File: config.mk
export PLATFORM = sky130hd
export DESIGN_NAME = ex_mem_stage
export DESIGN_NICKNAME = d
export VERILOG_FILES = /design/src/rtl/ex_mem_stage.sv
export SDC_FILE = /design/constraint.sdc
export NUM_CORES = 1
export LEC_CHECK = 0
export ABC_AREA = 1
export CAP_MARGIN = 20
export CORE_AREA = 2 2 71 73
export DETAILED_ROUTE_END_ITERATION = 7
export DIE_AREA = 0 0 73 75
export PLACE_DENSITY = 0.9
export SLEW_MARGIN = 20
export SYNTH_ARGS = -nofsm -noshare
export SYNTH_HDL_FRONTEND = slang
export SYNTH_SLANG_ARGS = --single-unit
File: constraint.sdc
create_clock -name clk -period 2.6 [get_ports clk]
set_input_delay 0.26 -clock clk [delete_from_list [all_inputs] [get_ports clk]]
set_output_delay 0.26 -clock clk [all_outputs]
set_load 0.01 [all_outputs]
File: src/rtl/ex_mem_stage.sv
// EX/MEM pipeline register: latches ALU result and control for the memory stage,
// owns the V/N/Z condition flags and the halt sequencer. Optional EX_MEM_PERF_CNT_EN adds stall/bubble counters.
module ex_mem_stage #(
   parameter int DW = 16,
   parameter int RW = 4
) (
   input  logic          clk,
   input  logic          rst_n,
   input  logic          valid_in,
   input  logic [DW-1:0] alu_result,
   input  logic          alu_v,
   input  logic          alu_n,
   input  logic [3:0]    alu_ctrl,
   input  logic          flag_we,
   input  logic [RW-1:0] dst_in,
   input  logic          reg_we_in,
   input  logic          mem_re_in,
   input  logic          mem_we_in,
   input  logic [DW-1:0] store_data_in,
   input  logic          halt_in,
   input  logic          stall,
   input  logic          flush,
   output logic          valid_out,
   output logic [DW-1:0] result_out,
   output logic [RW-1:0] dst_out,
   output logic          reg_we_out,
   output logic          mem_re_out,
   output logic          mem_we_out,
   output logic [DW-1:0] store_data_out,
   output logic          flag_v,
   output logic          flag_n,
   output logic          flag_z,
   output logic          halted
`ifdef EX_MEM_PERF_CNT_EN
   ,
   output logic [15:0]   stall_cnt,
   output logic [15:0]   bubble_cnt
`endif
);

   typedef enum logic [1:0] {
      RUN       = 2'b00,
      HALT_PEND = 2'b01,
      HALTED    = 2'b10
   } state_t;

   state_t state_reg, state_next;

   logic          valid_reg, reg_we_reg, mem_re_reg, mem_we_reg;
   logic [DW-1:0] result_reg, store_data_reg;
   logic [RW-1:0] dst_reg;
   logic          flag_v_reg, flag_n_reg, flag_z_reg;

   logic cap;
   logic is_addsub;
   logic result_zero;

   assign cap         = valid_in & ~stall & ~flush & (state_reg == RUN);
   assign is_addsub   = (alu_ctrl == 4'b0000) | (alu_ctrl == 4'b0001);
   assign result_zero = (alu_result == '0);

   always_ff @(posedge clk or negedge rst_n) begin
      if (!rst_n) begin
         state_reg <= RUN;
      end else begin
         state_reg <= state_next;
      end
   end

   // Once the halt is latched it commits on the next non-stalled edge; flush cannot undo it.
   always_comb begin
      state_next = state_reg;
      case (state_reg)
         RUN:       if (cap && halt_in) state_next = HALT_PEND;
         HALT_PEND: if (!stall) state_next = HALTED;
         HALTED:    state_next = HALTED;
         default:   state_next = RUN;
      endcase
   end

   always_ff @(posedge clk or negedge rst_n) begin
      if (!rst_n) begin
         valid_reg      <= 1'b0;
         reg_we_reg     <= 1'b0;
         mem_re_reg     <= 1'b0;
         mem_we_reg     <= 1'b0;
         result_reg     <= '0;
         store_data_reg <= '0;
         dst_reg        <= '0;
      end else if (!stall && state_reg != HALTED) begin
         if (cap) begin
            valid_reg      <= 1'b1;
            result_reg     <= alu_result;
            store_data_reg <= store_data_in;
            dst_reg        <= dst_in;
            // HLT travels down the pipe as a valid slot with no side effects.
            reg_we_reg     <= reg_we_in & ~halt_in;
            mem_re_reg     <= mem_re_in & ~halt_in;
            mem_we_reg     <= mem_we_in & ~halt_in;
         end else begin
            valid_reg  <= 1'b0;
            reg_we_reg <= 1'b0;
            mem_re_reg <= 1'b0;
            mem_we_reg <= 1'b0;
         end
      end
   end

   always_ff @(posedge clk or negedge rst_n) begin
      if (!rst_n) begin
         flag_v_reg <= 1'b0;
         flag_n_reg <= 1'b0;
         flag_z_reg <= 1'b0;
      end else if (cap && flag_we) begin
         flag_z_reg <= result_zero;
         if (is_addsub) begin
            flag_v_reg <= alu_v;
            flag_n_reg <= alu_n;
         end
      end
   end

   assign valid_out      = valid_reg;
   assign result_out     = result_reg;
   assign dst_out        = dst_reg;
   assign reg_we_out     = reg_we_reg;
   assign mem_re_out     = mem_re_reg;
   assign mem_we_out     = mem_we_reg;
   assign store_data_out = store_data_reg;
   assign flag_v         = flag_v_reg;
   assign flag_n         = flag_n_reg;
   assign flag_z         = flag_z_reg;
   assign halted         = (state_reg == HALTED);

`ifdef EX_MEM_PERF_CNT_EN
   logic [15:0] stall_cnt_reg, bubble_cnt_reg;
   logic        bubble_ins;

   assign bubble_ins = ~stall & (state_reg == RUN) & (flush | ~valid_in);

   always_ff @(posedge clk or negedge rst_n) begin
      if (!rst_n) begin
         stall_cnt_reg  <= '0;
         bubble_cnt_reg <= '0;
      end else if (state_reg != HALTED) begin
         if (stall && stall_cnt_reg != 16'hFFFF)
            stall_cnt_reg <= stall_cnt_reg + 16'd1;
         if (bubble_ins && bubble_cnt_reg != 16'hFFFF)
            bubble_cnt_reg <= bubble_cnt_reg + 16'd1;
      end
   end

   assign stall_cnt  = stall_cnt_reg;
   assign bubble_cnt = bubble_cnt_reg;
`endif

endmodule

==> impl_metrics.csv <==
group,metric,value,unit
cts,numCtsBuffers,5,
synth,ys_ff_latch,45,
min_path,min-delay-path-class,"input pin to async pin",
route,vias,1691,
synth,synth_warnings,0,
final_layout,area_growth,52.89,%
timing,clock_skew,7.264,ps
worst_setup_path,max_stage_delay,580,ps
final_layout,nets,373,
final_layout,num_antenna_cells,0,
timing,rsz0062_at_grt,"false",
synth,syn_inst,222,
power,p_leak,1.493,nW
status,violations,"negative hold slack",
worst_setup_path,r2r_cells,9,
synth,ys_seq_area_frac,0.5784,
timing,clock.fmax,0.5134,GHz
synth,ys_types,14,
global_route,grt_usage,0.1707,
worst_setup_path,r2r_start,"state_reg[0]",
global_route,grt_antenna_before_repair,0,
timing,slew_violations,0,
timing,final.setup.worst_slack,652.1,ps
power,ir_drop,0.4429,mV
die,die-area,5475,µm²
final_layout,fillers,381,
run,cap_viol_max_count,0,
global_route,globalRoute.totalOverflow,0,
worst_setup_path,crit_path_end,"halted",
final_layout,final_util,0.6387,
final_layout,final_common_cell,"nand2_1",
worst_setup_path,critical_path_class,"flip-flop to primary output",
die,initial_core_util,0.4177,
worst_setup_path,cp_max_fo,3,
cts,clock_path_buffers,2,
synth,syn_area,1947,µm²
cts,root_buffer,"clkbuf_8",
timing,relSlewSlack,0.6302,
timing,fin_crit,1948,ps
worst_setup_path,cp-start-kind,"flip-flop",
cts,clk_latency,290,ps
cts,clkSinkCount,45,
route,drcViolationCount,0,
worst_setup_path,cp.arrival,1690,ps
timing,worstMarginPinSlew,554.8,ps
global_route,grt_pass1_wl,7127,µm
die,io_pins,96,
final_layout,final_cell_mix,"nand2_1 (115), clkdlybuf4s50_1 (93), dfrtp_1 (45), inv_1 (14), nand3_1 (13)",
placement,place_congestion,0.7461,
timing,hold_slack,-37.26,ps
status,status,"finished, violations left",
die,num_rows,25,
route,viasPerCell,4.546,
placement,portBuffers,94,
worst_setup_path,path_cells,"inv_1 -> ha_1 -> clkdlybuf4s50_1",
synth,synth_nets,278,
die,core,4661,µm²
route,antenna_left,0,
cts,cts_tree,"done",
worst_setup_path,end_kind,"primary output",
cts,htreeDepth,2,
cts,ctsHoldBuffers,0,
timing,setup_viol,0,
die,die-width,73,µm
route,drt-pass1-iter-count,4,
timing,hold_viol,45,
die,dieHeight,75,µm
timing,tns,0,ps
route,routedWlPerCell,12.14,µm
route,routed_wl,4516,µm
cts,cts.reportedPaths.clkPinSlew,80,ps
global_route,grt_max_degree,46,
cts,post_cts_buffers,0,
route,initialDrtViolationCount,61,
power,p_per_area,971.2,nW/µm²
cts,cts_resized,0,
worst_setup_path,cpMaxStageDelayCell,"clkdlybuf4s50_1",
placement,hpwl,3331,µm
worst_setup_path,r2r_slack,920,ps
final_layout,drive_gt1_frac,0.06604,
worst_setup_path,crit_start,"state_reg[0]",
timing,post-route-period-util,0.7492,
global_route,grt_pass1_vias,1655,
placement,place_ws,789.8,ps
worst_setup_path,critical_path_required,2340,ps
worst_setup_path,worstReg2RegEnd,"mem_we_out",
synth,avgSynthCellArea,8.770,µm²
## metal layers
layer / global-route usage / routed length, µm
met3: 0.05622 / 307
met4: 0.04321 / 21
met5: 0 / 0
met2: 0.3113 / 2266
met1: 0.1926 / 1920
## per-stage QoR
| step | cell area (µm²) | std cells | total power, W |
|---|---|---|---|
| finish | 2977 | 372 | 0.002891 |
| global placement | 2890 | 364 | 0.002466 |
| CTS | 2974 | 372 | 0.002937 |
| global route | 2977 | 372 | 0.003113 |
| floorplan | 1947 | 222 | 0.001739 |
| detailed placement | 2890 | 364 | 0.002515 |
## cell families (layout without fill, tap and decap cells)
| logic type | count (synthesis) | in the layout | share of synthesized area |
|---|---|---|---|
| buffers and inverters | 22 | 118 | 0.06491 |
| DFF | 45 | 45 | 0.5784 |
| adders and majority gates | 4 | 4 | 0.02571 |
| AOI/OAI and AO/OA | 8 | 8 | 0.03213 |
| and+or+nand+nor | 143 | 143 | 0.2988 |
## synth_stat cells
cell / number / area, µm²
buf_4: 3 / 22.52
buf_6: 4 / 45.04
dfrtp_1: 45 / 1126
ha_1: 4 / 50.05
inv_1: 14 / 52.55
inv_4: 1 / 6.260
nand2_1: 115 / 431.7
nand2_2: 4 / 25.02
nand3_1: 13 / 65.06
nor2_1: 9 / 33.78
nor2_2: 1 / 6.260
nor2_8: 1 / 20.02
o21ai_0: 2 / 10.01
o21ai_2: 6 / 52.55
## worst min-delay path by stage
stage                       startpoint                 end  cells after the start
floorplan                        rst_n          dst_out[0]                      0
global placement    store_data_out[15]  store_data_out[15]                      2
detailed placement   store_data_out[4]   store_data_out[4]                      2
CTS                              rst_n       result_out[6]                      1
finish                           rst_n   store_data_out[6]                      1
global route                     rst_n      result_out[14]                      1
## power by group
group / internal (W) / leakage (nW) / switching, W
sequential: 0.00101 / 0.576 / 0.000164
combinational: 0.000740 / 0.879 / 0.000574
clock: 0.000190 / 0.0385 / 0.000217
## area by class of cell
type	count	area [µm²]	area share
inverter	15	58.81	0.01976
clock inverter	1	7.507	0.002522
multi-input combinational	155	694.4	0.2333
clock buffer	7	76.32	0.02564
timing repair buffer	95	945.9	0.3178
tap	54	67.56	0.02270
sequential	45	1126	0.3783
## critical path, delay by kind of cell (launching register included)
family                   cells  cell delay (ps)
flip-flops                   1              410
buffers and inverters        2              690
adder cells (fa/ha/maj)      1              310
No activity file was read; power rests on OpenSTA's default activity.
